<file path="config.mk">
export PLATFORM = sky130hd
export DESIGN_NAME = rom_access_ctrl
export DESIGN_NICKNAME = d
export VERILOG_FILES = /design/src/rtl/rom_ctrl_pkg.sv /design/src/rtl/rr_arbiter2.sv /design/src/rtl/rom_access_ctrl.sv
export SDC_FILE = /design/constraint.sdc
export NUM_CORES = 1
export LEC_CHECK = 0
export CAP_MARGIN = 0
export CORE_ASPECT_RATIO = 0.7
export CORE_MARGIN = 3
export CORE_UTILIZATION = 46
export DETAILED_ROUTE_END_ITERATION = 16
export GPL_TIMING_DRIVEN = 0
export HOLD_SLACK_MARGIN = 0.05
export PLACE_DENSITY = 0.82
export SLEW_MARGIN = 40
export SYNTH_ARGS = -nofsm -noshare
export SYNTH_HDL_FRONTEND = slang
export SYNTH_SLANG_ARGS = --single-unit
</file>
<file path="constraint.sdc">
create_clock -name clock -period 4.8 [get_ports clock]
set_clock_uncertainty 0.2 [all_clocks]
set_input_delay 0.72 -clock clock [delete_from_list [all_inputs] [get_ports clock]]
set_output_delay 0.72 -clock clock [all_outputs]
set_load 0.05 [all_outputs]
</file>
<file path="src/rtl/rom_ctrl_pkg.sv">
// rom_ctrl_pkg: shared state encoding and default geometry for the scratch memory controller
package rom_ctrl_pkg;
  localparam int DEFAULT_AW = 5;
  localparam int DEFAULT_DEPTH = 32;
  localparam int DEFAULT_INIT_WORDS = 16;
  typedef enum logic [1:0] {INIT, IDLE, ACC, WAIT} state_t;
endpackage

</file>
<file path="src/rtl/rr_arbiter2.sv">
// rr_arbiter2: two-way round-robin arbiter; pointer flips to the loser after every grant
module rr_arbiter2 (
  input  logic       clock,
  input  logic       resetn,
  input  logic [1:0] req,
  input  logic       advance,
  output logic [1:0] grant
);
  logic ptr;
  assign grant = &req ? (ptr ? 2'b10 : 2'b01) : req;
  always_ff @(posedge clock or negedge resetn)
    if (!resetn) ptr <= 1'b0;
    else if (advance) ptr <= grant[0];
endmodule

</file>
<file path="src/rtl/rom_access_ctrl.sv">
// rom_access_ctrl: init sweep plus round-robin sharing of the single memory port
module rom_access_ctrl
  import rom_ctrl_pkg::*;
#(
  parameter int n = 8,
  parameter int AW = DEFAULT_AW,
  parameter int INIT_WORDS = DEFAULT_INIT_WORDS
) (
  input  logic          clock,
  input  logic          resetn,
  input  logic          init_req,
  output logic          busy_init,
  input  logic          r0_req,
  input  logic          r1_req,
  input  logic          r0_we,
  input  logic          r1_we,
  input  logic [AW-1:0] r0_addr,
  input  logic [AW-1:0] r1_addr,
  input  logic [n-1:0]  r0_wdata,
  input  logic [n-1:0]  r1_wdata,
  output logic          r0_gnt,
  output logic          r1_gnt,
  output logic          r0_done,
  output logic          r1_done,
  output logic [n-1:0]  r0_rdata,
  output logic [n-1:0]  r1_rdata,
  output logic          mem_we,
  output logic [AW-1:0] mem_addr,
  output logic [n-1:0]  mem_d,
  input  logic [n-1:0]  mem_q
);
  state_t state;
  logic [AW:0] cnt;
  logic [1:0] grant;
  logic cur, cur_we, sel, we_s, advance;
  logic [AW-1:0] addr_s;
  logic [n-1:0] wdata_s;
  assign sel = grant[1];
  assign we_s = sel ? r1_we : r0_we;
  assign addr_s = sel ? r1_addr : r0_addr;
  assign wdata_s = sel ? r1_wdata : r0_wdata;
  assign advance = (state == IDLE || state == WAIT) && !init_req && (r0_req || r1_req);
  rr_arbiter2 u_arb (
    .clock  (clock),
    .resetn (resetn),
    .req    ({r1_req, r0_req}),
    .advance(advance),
    .grant  (grant)
  );
  always_ff @(posedge clock or negedge resetn) begin
    if (!resetn) begin
      state <= INIT;
      cnt <= '0;
      busy_init <= 1'b1;
      cur <= 1'b0;
      cur_we <= 1'b0;
      r0_gnt <= 1'b0;
      r1_gnt <= 1'b0;
      r0_done <= 1'b0;
      r1_done <= 1'b0;
      r0_rdata <= '0;
      r1_rdata <= '0;
      mem_we <= 1'b0;
      mem_addr <= '0;
      mem_d <= '0;
    end else begin
      r0_gnt <= 1'b0;
      r1_gnt <= 1'b0;
      r0_done <= 1'b0;
      r1_done <= 1'b0;
      mem_we <= 1'b0;
      mem_addr <= '0;
      mem_d <= '0;
      // the access issued two edges ago completes here, whatever is decided next
      if (state == WAIT) begin
        r0_done <= !cur;
        r1_done <= cur;
        if (!cur_we && cur) r1_rdata <= mem_q;
        if (!cur_we && !cur) r0_rdata <= mem_q;
      end
      if (state == INIT) begin
        if (cnt[AW]) begin
          state <= IDLE;
          busy_init <= 1'b0;
        end else begin
          mem_we <= 1'b1;
          mem_addr <= cnt[AW-1:0];
          mem_d <= int'(cnt) < INIT_WORDS ? n'(cnt[AW-1:0]) : '0;
          cnt <= cnt + 1'b1;
        end
      end else if (state == ACC) state <= WAIT;
      else if (init_req) begin
        state <= INIT;
        cnt <= '0;
        busy_init <= 1'b1;
      end else if (advance) begin
        state <= ACC;
        cur <= sel;
        cur_we <= we_s;
        mem_we <= we_s;
        mem_addr <= addr_s;
        mem_d <= wdata_s;
        r0_gnt <= !sel;
        r1_gnt <= sel;
      end else state <= IDLE;
    end
  end
endmodule

</file>
Yosys cells after proc, flatten, opt, wreduce, memory -nomap -nowiden
Index checks and enable logic that the tools add are counted.
{"block": "word_totals", "reg_bits": 46, "inputBits": 41, "output_inout_bits": 35, "word_cells": 90}
{"block": "classes", "muxes": 44, "addsub": 1, "bitwise": 3, "n_eq_ne": 6, "n_lt_le_gt_ge": 1, "reduce_logical": 19}
{"cell": "$mux 5", "count": 8}
{"cell": "$mux 8", "count": 5}
{"cell": "$mux 6", "count": 4}
{"cell": "$mux 1", "count": 20}
{"cell": "$mux 2", "count": 7}
{"cell": "$reduce_and 2->1", "count": 4}
{"cell": "$add 6x1->6 const B", "count": 1}
{"cell": "$lt 6x5->1 const B", "count": 1}
{"cell": "$ne 2x2->1 const B", "count": 3}
{"cell": "$reduce_and 3->1", "count": 2}
{"cell": "$eq 2x2->1 const B", "count": 2}
{"cell": "$logic_and 1x1->1", "count": 4}
{"cell": "$logic_not 1->1", "count": 4}
{"cell": "$reduce_and 4->1", "count": 1}
{"cell": "$not 1->1", "count": 3}
{"cell": "$eq 2x1->1 const B", "count": 1}
{"cell": "$logic_not 2->1", "count": 1}
{"cell": "$logic_or 1x1->1", "count": 2}
{"cell": "$reduce_bool 2->1", "count": 1}

Longest topological paths before layout
Gate-level depths: netlist of the first run.
{"block": "logic_depth", "word_depth": 8, "mapped_depth": 5, "depth_no_buf": 3}

Modules after synthesis
Synthesis of the first run repeated with hierarchy kept, for this count alone.
{"block": "hier_totals", "hier_cells": 149, "area_unflattened_um2": 1945.6}
{"mod": "rom_access_ctrl", "n_inst": 1, "seq_area_each_um2": 1127.3, "cells_per_inst": 144, "area_each_um2": 1883.1}
{"mod": "rr_arbiter2", "n_inst": 1, "seq_area_each_um2": 25.0, "cells_per_inst": 5, "area_each_um2": 62.6}

Worst setup path after synthesis of the first run
No wires, ideal clock.
{"block": "synth_timing", "path_type": "input-to-reg", "start": "in r0_req", "end": "reg mem_addr[0]", "t_arrival_ns": 1.501, "slack_ns": 2.973, "setup_ns": 0.126, "stages": 5, "n_path_buf": 2, "cell_sequence": "nand2b_1 and3_1 buf_6 buf_6 a221o_1"}
{"block": "synth_between", "elab_chain_len": 7, "elab_cells_between_ends": 9, "classes_between": "6 x mux; 3 x reduce/logical"}
{"item": "start, declared", "line": "rom_access_ctrl.sv:13", "source": "input logic r0_req,"}
{"item": "$reduce_and 2->1", "line": "rr_arbiter2.sv:10", "source": "assign grant = &req ? (ptr ? 2'b10 : 2'b01) : req;"}
{"item": "$mux 2", "line": "rr_arbiter2.sv:10"}
{"item": "$mux 5", "line": "rom_access_ctrl.sv:40", "source": "assign addr_s = sel ? r1_addr : r0_addr;"}
{"item": "$mux 5 (*)", "line": "rom_access_ctrl.sv:96", "source": "end else if (advance) begin"}
{"item": "$mux 5 (*)", "line": "rom_access_ctrl.sv:92", "source": "else if (init_req) begin"}
{"item": "$mux 5 (*)", "line": "rom_access_ctrl.sv:91", "source": "end else if (state == ACC) state <= WAIT;"}
{"item": "$mux 5 (*)", "line": "rom_access_ctrl.sv:81", "source": "if (state == INIT) begin"}
{"item": "end signal, assigned", "line": "rom_access_ctrl.sv:87", "source": "mem_addr <= cnt[AW-1:0];"}
{"item": "end signal, assigned", "line": "rom_access_ctrl.sv:101", "source": "mem_addr <= addr_s;"}
{"item": "end, declared", "line": "rom_access_ctrl.sv:28", "source": "output logic [AW-1:0] mem_addr,"}
Every way passes the cells marked *; elsewhere a longest branch is shown, timed or not.
A chain may end at the register's enable or synchronous reset.

Worst setup path in the final report of the first run
{"block": "layout_timing", "start": "reg busy_init", "end": "out busy_init"}
{"item": "start, declared", "line": "rom_access_ctrl.sv:12", "source": "output logic busy_init,"}
{"item": "start signal, assigned", "line": "rom_access_ctrl.sv:54", "source": "busy_init <= 1'b1;"}
{"item": "start signal, assigned", "line": "rom_access_ctrl.sv:84", "source": "busy_init <= 1'b0;"}
{"item": "start signal, assigned", "line": "rom_access_ctrl.sv:95", "source": "busy_init <= 1'b1;"}
No word-level cell between the ends.

==> run summary, run 1 <==
Pwr Total = 1.96 mW
buffer cell driving the clock tree root = clkbuf_8
# DRC = 0
Synth warnings = 0
post-detailed-route via-to-cell ratio = 5.34
vias in the first global route = 1,482
power density over cell area = 689 nW/µm²
number of buffers and inverters on the critical path = 1
critical-path maximum fanout = 3
number of enable-type register cells in the synthesized netlist = 0
main area contributors after synthesis = dfrtp_1 59%, mux2_2 9.4%, a221o_1 5.7%
starting density of the core = 51.0%
RD Place Congestion = 0.780
initial antenna violation count = 0
final clock period utilization by the worst path = 53.2%
leakage power = 1.25 nW
Async SR Flop Fraction = 100%
share of the synthesized area in the top cell type = 58.7%
cell row count = 18
IR drop worst, VDD = 0.000444 V
number of distinct standard cells referenced by the synthesized netlist = 33
final critical delay including setup and external delays = 2.55 ns
total count of max-transition violations in the final report = 0
part of the Yosys area used for sequential elements = 60.1%
area of the core region = 3760 µm²
Antenna diodes = 0
wire length of the first global-routing pass = 7800 µm
dpl cell area = 2730 µm²
largest net degree at the start of global routing = 47
worst setup path class = flip-flop to primary output
dominant register cell in the synthesized netlist = dfrtp_1
Worst Setup Start Kind = flip-flop
register bit count reported by yosys = 46
number of nets at the end of the flow = 260
level count of the clock H-tree = 2
maximum root-to-sink buffer count = 2
final total negative setup slack = 0 ns
cell area after synthesis = 1920 µm²
worst skew pair latency = 0.30 ns
slowest stage cell, crit path = clkdlybuf4s50_1
cell count after synthesis = 136
classification of the worst-slack hold path = input port to asynchronous set/reset pin
area growth from synthesis to layout = 48.2%
Resized Gates After CTS = 0
DRC marker count from the first detailed-route iteration = 93
final standard cell count with taps included and fillers excluded = 268
DR pass1 iterations = 4
count of final setup violators = 0
clock slew seen by the registers of the worst setup and hold paths = 0.08 ns
count of endpoints failing hold in the final timing report = 0
post-detailed-route wirelength per cell = 18.0 µm
IO Port Bufs = 75
number of top-level pins = 76
Total Wirelength = 4820 µm
Largest stage delay, worst path = 0.80 ns
hold_buf cts = 0
Max transition margin = 62.7%
most used standard cell by instance count after synthesis = dfrtp_1
total non-filler cell area in the finished layout = 2840 µm²
Placed Cells incl. Taps = 261
GR Overflow Total = 0
gr usage total = 20.4%
worst-margin pin slew = 0.559 ns
Avg Inst Size Synth = 14.1 µm²
post-CTS setup buffer count = 0
max cap viols = 0
commonest cells in the synthesized netlist = 45 x dfrtp_1, 16 x mux2_2, 11 x a221o_1, 8 x nand2_1, 6 x nor3b_2
total CTS buffers = 5
final worst hold slack = 0.207 ns
CP top delay family = buffers and inverters
cell taking the most area after synthesis = dfrtp_1
final antenna-violating net count = 0
Worst Path Required = 3.88 ns
kind of capture point of the worst setup path = primary output
top achievable clock speed = 392 MHz
endpoint arrival time on the critical path = 1.63 ns
setup repair after global routing missed its margin = false
vertical extent of the die = 60.0 µm
share of layout cells above drive strength 1 = 19.3%
Chip Width = 83.2 µm
clk sink count = 46
run status = finished, final reports clean
CTS tree = built
via count of the routed design = 1,431
Post-Syn Nets = 178
die footprint = 4990 µm²
worst-path cell chain = clkdlybuf4s50_1
Detail Placement HPWL = 3540 µm
==> flip-flops by register name, summed over array words and instances, names as in the netlist, named ones only <==
name       cells
r0_rdata       8
r1_gnt         1
state          1
mem_d          8
cur_we         1
r0_done        1
r0_gnt         1
cnt            6
u_arb.ptr      1
mem_addr       5
cur            1
r1_rdata       8
mem_we         1
r1_done        1
busy_init      1
==> cells by family after synthesis <==
logic type	after synthesis	share of synthesized area, %
XOR/XNOR	1	0.457
AO/OA/AOI/OAI	27	12.1
adder cells (fa/ha/maj)	1	0.653
AND/OR/NAND/NOR	35	13.1
flip-flops	46	60.1
buffers and inverters	9	3.72
multiplexers	17	9.92
==> power by group <==
group          switching, mW  internal (mW)
Combinational          0.627          0.404
Clock                  0.121          0.166
Sequential            0.0985          0.539
Total                  0.846           1.11
==> cells in the final DEF (no fill, tap or decap), drive strengths merged, types with 3 or more instances in the layout <==
cell type,instances
nand2,8
a22o,5
mux2,16
buf,8
and2,5
a221o,11
dfrtp,45
nand3,3
and3,3
clkdlybuf4s50,74
nor3b,6
a21boi,3
clkbuf,7
==> through the flow <==
stage / util, % / setup WS, ns
5_1_grt: 75.5 / 2.21
3_3_place_gp: 72.6 / 1.68
3_5_place_dp: 72.5 / 2.28
2_1_floorplan: - / 2.97
4_1_cts: 75.5 / 2.24
6_report: 75.5 / 2.25
==> final timing paths <==
check / from / endpoint / slack, ns / depth (start not counted)
setup / recovery: busy_init / busy_init / 2.25 / 1
max in group asynchronous: resetn / mem_d[2] / 3.81 / 1
hold reg to reg: r0_rdata[4] / r0_rdata[4] / 0.31 / 1
setup reg to reg: flip-flop / r0_rdata[6] / 3.06 / 3
min in group clock: r0_rdata[4] / r0_rdata[4] / 0.31 / 1
hold / removal: resetn / mem_d[0] / 0.21 / 1
==> metal layers <==
metal	track usage, %	share of wire, %
met1	27.1	43
met2	33.7	50
met3	3.86	5.0
met4	8.39	2.0
met5	0	0
==> layout make-up <==
| class | count | area [µm²] |
|---|---|---|
| buffer | 8 | 67.6 |
| clock buffer | 6 | 82.6 |
| clock inverter | 1 | 30.0 |
| fill | 232 | 921 |
| inverter | 1 | 3.75 |
| multi-input combinational | 81 | 693 |
| sequential | 46 | 1150 |
| tap | 50 | 62.6 |
| timing repair buffer | 75 | 748 |
Power figures use the tool's default switching activity.
==> run 2, diff against run 1 <==
--- a/config.mk
+++ b/config.mk
@@ -8,11 +8,11 @@
 export CAP_MARGIN = 0
 export CORE_ASPECT_RATIO = 0.7
 export CORE_MARGIN = 3
-export CORE_UTILIZATION = 46
+export CORE_UTILIZATION = 43
 export DETAILED_ROUTE_END_ITERATION = 16
 export GPL_TIMING_DRIVEN = 0
 export HOLD_SLACK_MARGIN = 0.05
-export PLACE_DENSITY = 0.82
+export PLACE_DENSITY = 0.77
 export SLEW_MARGIN = 40
 export SYNTH_ARGS = -nofsm -noshare
 export SYNTH_HDL_FRONTEND = slang
==> constraint.sdc (replaced) <==
create_clock -name clock -period 2.4 [get_ports clock]
set_clock_uncertainty 0.2 [all_clocks]
set_input_delay 0.36 -clock clock [delete_from_list [all_inputs] [get_ports clock]]
set_output_delay 0.36 -clock clock [all_outputs]
set_load 0.05 [all_outputs]
==> run 2 against run 1 <==
Worst hold slack better by 0.10 ns; setup slack worse by 2.0 ns; clock power grew 94%; global-route usage shrank 1.3 points; utilization decreased by 6.3 points; final area increased by 0.22%; via count is essentially flat; largest cell class unchanged; critical endpoint unchanged; critical path depth stayed put; register-to-register slack worse by 2.3 ns; die area increased by 6.4%.
==> run summary, run 2 (same netlist as run 1, synthesis figures left out) <==
run status = finished, final reports clean
vertical extent of the die = 61.9 µm (+3.1%)
Worst Path Required = 1.84 ns (-2.04 ns)
# DRC = 0 (unchanged)
IR drop worst, VDD = 0.000894 V (+100%)
power density over cell area = 1370 nW/µm² (+98%)
maximum root-to-sink buffer count = 2 (unchanged)
post-detailed-route via-to-cell ratio = 5.26 (-1.4%)
area growth from synthesis to layout = 48.5%
wire length of the first global-routing pass = 7560 µm (-3.1%)
kind of capture point of the worst setup path = primary output
worst setup path class = flip-flop to primary output
worst-margin pin slew = 0.566 ns (+0.00705 ns)
CP top delay family = buffers and inverters
area of the core region = 4110 µm² (+9.3%)
Detail Placement HPWL = 3550 µm (+0.43%)
launching point of the worst reg2reg path = state[0]
total count of max-transition violations in the final report = 0 (unchanged)
Total Wirelength = 4670 µm (-3.1%)
hold_buf cts = 1 (+1)
commonest cells after routing, fill and taps aside = 74 x clkdlybuf4s50_1, 45 x dfrtp_1, 16 x mux2_2
post-CTS setup buffer count = 0 (unchanged)
starting density of the core = 46.6% (-4.4 points)
buffer cell driving the clock tree root = clkbuf_8
final antenna-violating net count = 0 (unchanged)
Max transition margin = 62.3% (-0.47 points)
DR pass1 iterations = 4 (unchanged)
Placed Cells incl. Taps = 263 (+0.77%)
total CTS buffers = 5 (unchanged)
max cap viols = 0 (unchanged)
GR Overflow Total = 0 (unchanged)
gr usage total = 19.1% (-1.3 points)
via count of the routed design = 1,432 (+0.070%)
cell row count = 19 (+1)
critical hold path startpoint = r0_rdata[5]
Pwr Total = 3.89 mW (+99%)
number of nets at the end of the flow = 261 (+0.38%)
post-detailed-route wirelength per cell = 17.2 µm (-4.6%)
Antenna diodes = 0 (unchanged)
source of the critical timing path = busy_init
die footprint = 5310 µm² (+6.4%)
classification of the worst-slack hold path = flip-flop to flip-flop
count of endpoints failing hold in the final timing report = 0 (unchanged)
filler cell count = 302 (+30%)
IO Port Bufs = 75 (unchanged)
Worst Setup Start Kind = flip-flop
number of buffers and inverters on the critical path = 1 (unchanged)
Chip Width = 85.8 µm (+3.2%)
CTS tree = built
DRC marker count from the first detailed-route iteration = 93 (unchanged)
worst skew pair latency = 0.29 ns (about the same)
Resized Gates After CTS = 0 (unchanged)
endpoint arrival time on the critical path = 1.64 ns (about the same)
slowest stage cell, crit path = clkdlybuf4s50_1
count of final setup violators = 0 (unchanged)
clock slew seen by the registers of the worst setup and hold paths = 0.08 ns (about the same)
share of layout cells above drive strength 1 = 18.6% (-0.63 points)
final standard cell count with taps included and fillers excluded = 272 (+1.5%)
final clock period utilization by the worst path = 91.6%
setup repair after global routing missed its margin = false
worst-path cell chain = clkdlybuf4s50_1
clk sink count = 46 (unchanged)
initial antenna violation count = 0 (unchanged)
level count of the clock H-tree = 2 (unchanged)
final critical delay including setup and external delays = 2.20 ns
number of top-level pins = 76 (unchanged)
vias in the first global route = 1,497 (+1.0%)
leakage power = 1.25 nW (about the same)
critical-path maximum fanout = 3 (unchanged)
RD Place Congestion = 0.894 (+15%)
Largest stage delay, worst path = 0.80 ns (about the same)
most frequent standard cell in the layout excluding fill and tap cells = clkdlybuf4s50_1
largest net degree at the start of global routing = 47 (unchanged)
top achievable clock speed = 455 MHz
biggest registers after layout = mem_d: 8 flops, r0_rdata: 8 flops, r1_rdata: 8 flops
## run 2: worst register-to-register path: stages (launching register included)
cell and delay [ns]:
dfrtp_1 0.39, nor2b_1 0.17, and3_1 0.17, buf_2 0.16, buf_4 0.18, a221o_1 0.30
## run 2: per-stage QoR
step | utilization (%) | hold WS [ns] | instance area [µm²] | TNS, ns | setup WS, ns
floorplan | - | -0.136 | 1920 | 0 | 0.829
global placement | 66.4 | 0.290 | 2730 | -16.09 | -0.359
detailed placement | 66.4 | 0.191 | 2730 | 0 | 0.263
CTS | 69.2 | 0.313 | 2850 | 0 | 0.195
global route | 69.2 | 0.327 | 2850 | 0 | 0.161
finish | 69.2 | 0.309 | 2850 | 0 | 0.201
## run 2: cell type report
| cell class | instances | area, µm² | area share [%] |
|---|---|---|---|
| inverters | 1 | 3.75 | 0.132 |
| flip-flops and latches | 46 | 1150 | 40.5 |
| plain buffers | 8 | 67.6 | 2.37 |
| clock buffers | 7 | 76.3 | 2.68 |
| repair buffers | 76 | 758 | 26.6 |
| clock inverters | 1 | 30.0 | 1.05 |
| multi-input cells | 81 | 693 | 24.4 |
| well taps | 52 | 65.1 | 2.29 |
## run 2: report_power, final
| part | total, mW | leakage [nW] | internal [mW] | switching [mW] |
|---|---|---|---|---|
| Combinational | 2.06 | 0.613 | 0.811 | 1.25 |
| Sequential | 1.27 | 0.580 | 1.08 | 0.196 |
| Clock | 0.558 | 0.0524 | 0.312 | 0.247 |
| Total | 3.89 | 1.25 | 2.20 | 1.69 |
## run 2: path summary, 6_finish.rpt
check                              end  slack (ns)  cells past startpoint
max in group asynchronous  r0_rdata[7]        1.21                      2
max reg2reg                mem_addr[2]        0.72                      5
max                          busy_init        0.20                      1
min in group asynchronous       cnt[0]        0.40                      2
min reg2reg                r0_rdata[5]        0.31                      1
min                        r0_rdata[5]        0.31                      1
## run 2: routing by layer
| layer | global-route usage (%) | vias to the layer above | routed length, µm |
|---|---|---|---|
| li1 | - | 666 | - |
| met1 | 24.7 | 720 | 2070 |
| met2 | 32.3 | 41 | 2300 |
| met3 | 5.14 | 5 | 263 |
| met4 | 6.09 | 0 | 37 |
| met5 | 0 | - | 0 |
==> run 3, diff against run 2 <==
--- a/config.mk
+++ b/config.mk
@@ -9,10 +9,12 @@
 export CORE_ASPECT_RATIO = 0.7
 export CORE_MARGIN = 3
 export CORE_UTILIZATION = 43
+export CTS_CLUSTER_DIAMETER = 30
 export DETAILED_ROUTE_END_ITERATION = 16
 export GPL_TIMING_DRIVEN = 0
 export HOLD_SLACK_MARGIN = 0.05
 export PLACE_DENSITY = 0.77
+export SKIP_LAST_GASP = 1
 export SLEW_MARGIN = 40
 export SYNTH_ARGS = -nofsm -noshare
 export SYNTH_HDL_FRONTEND = slang
==> results of run 3 <==
Final layout, timing and power as in run 2 (identical DEF).
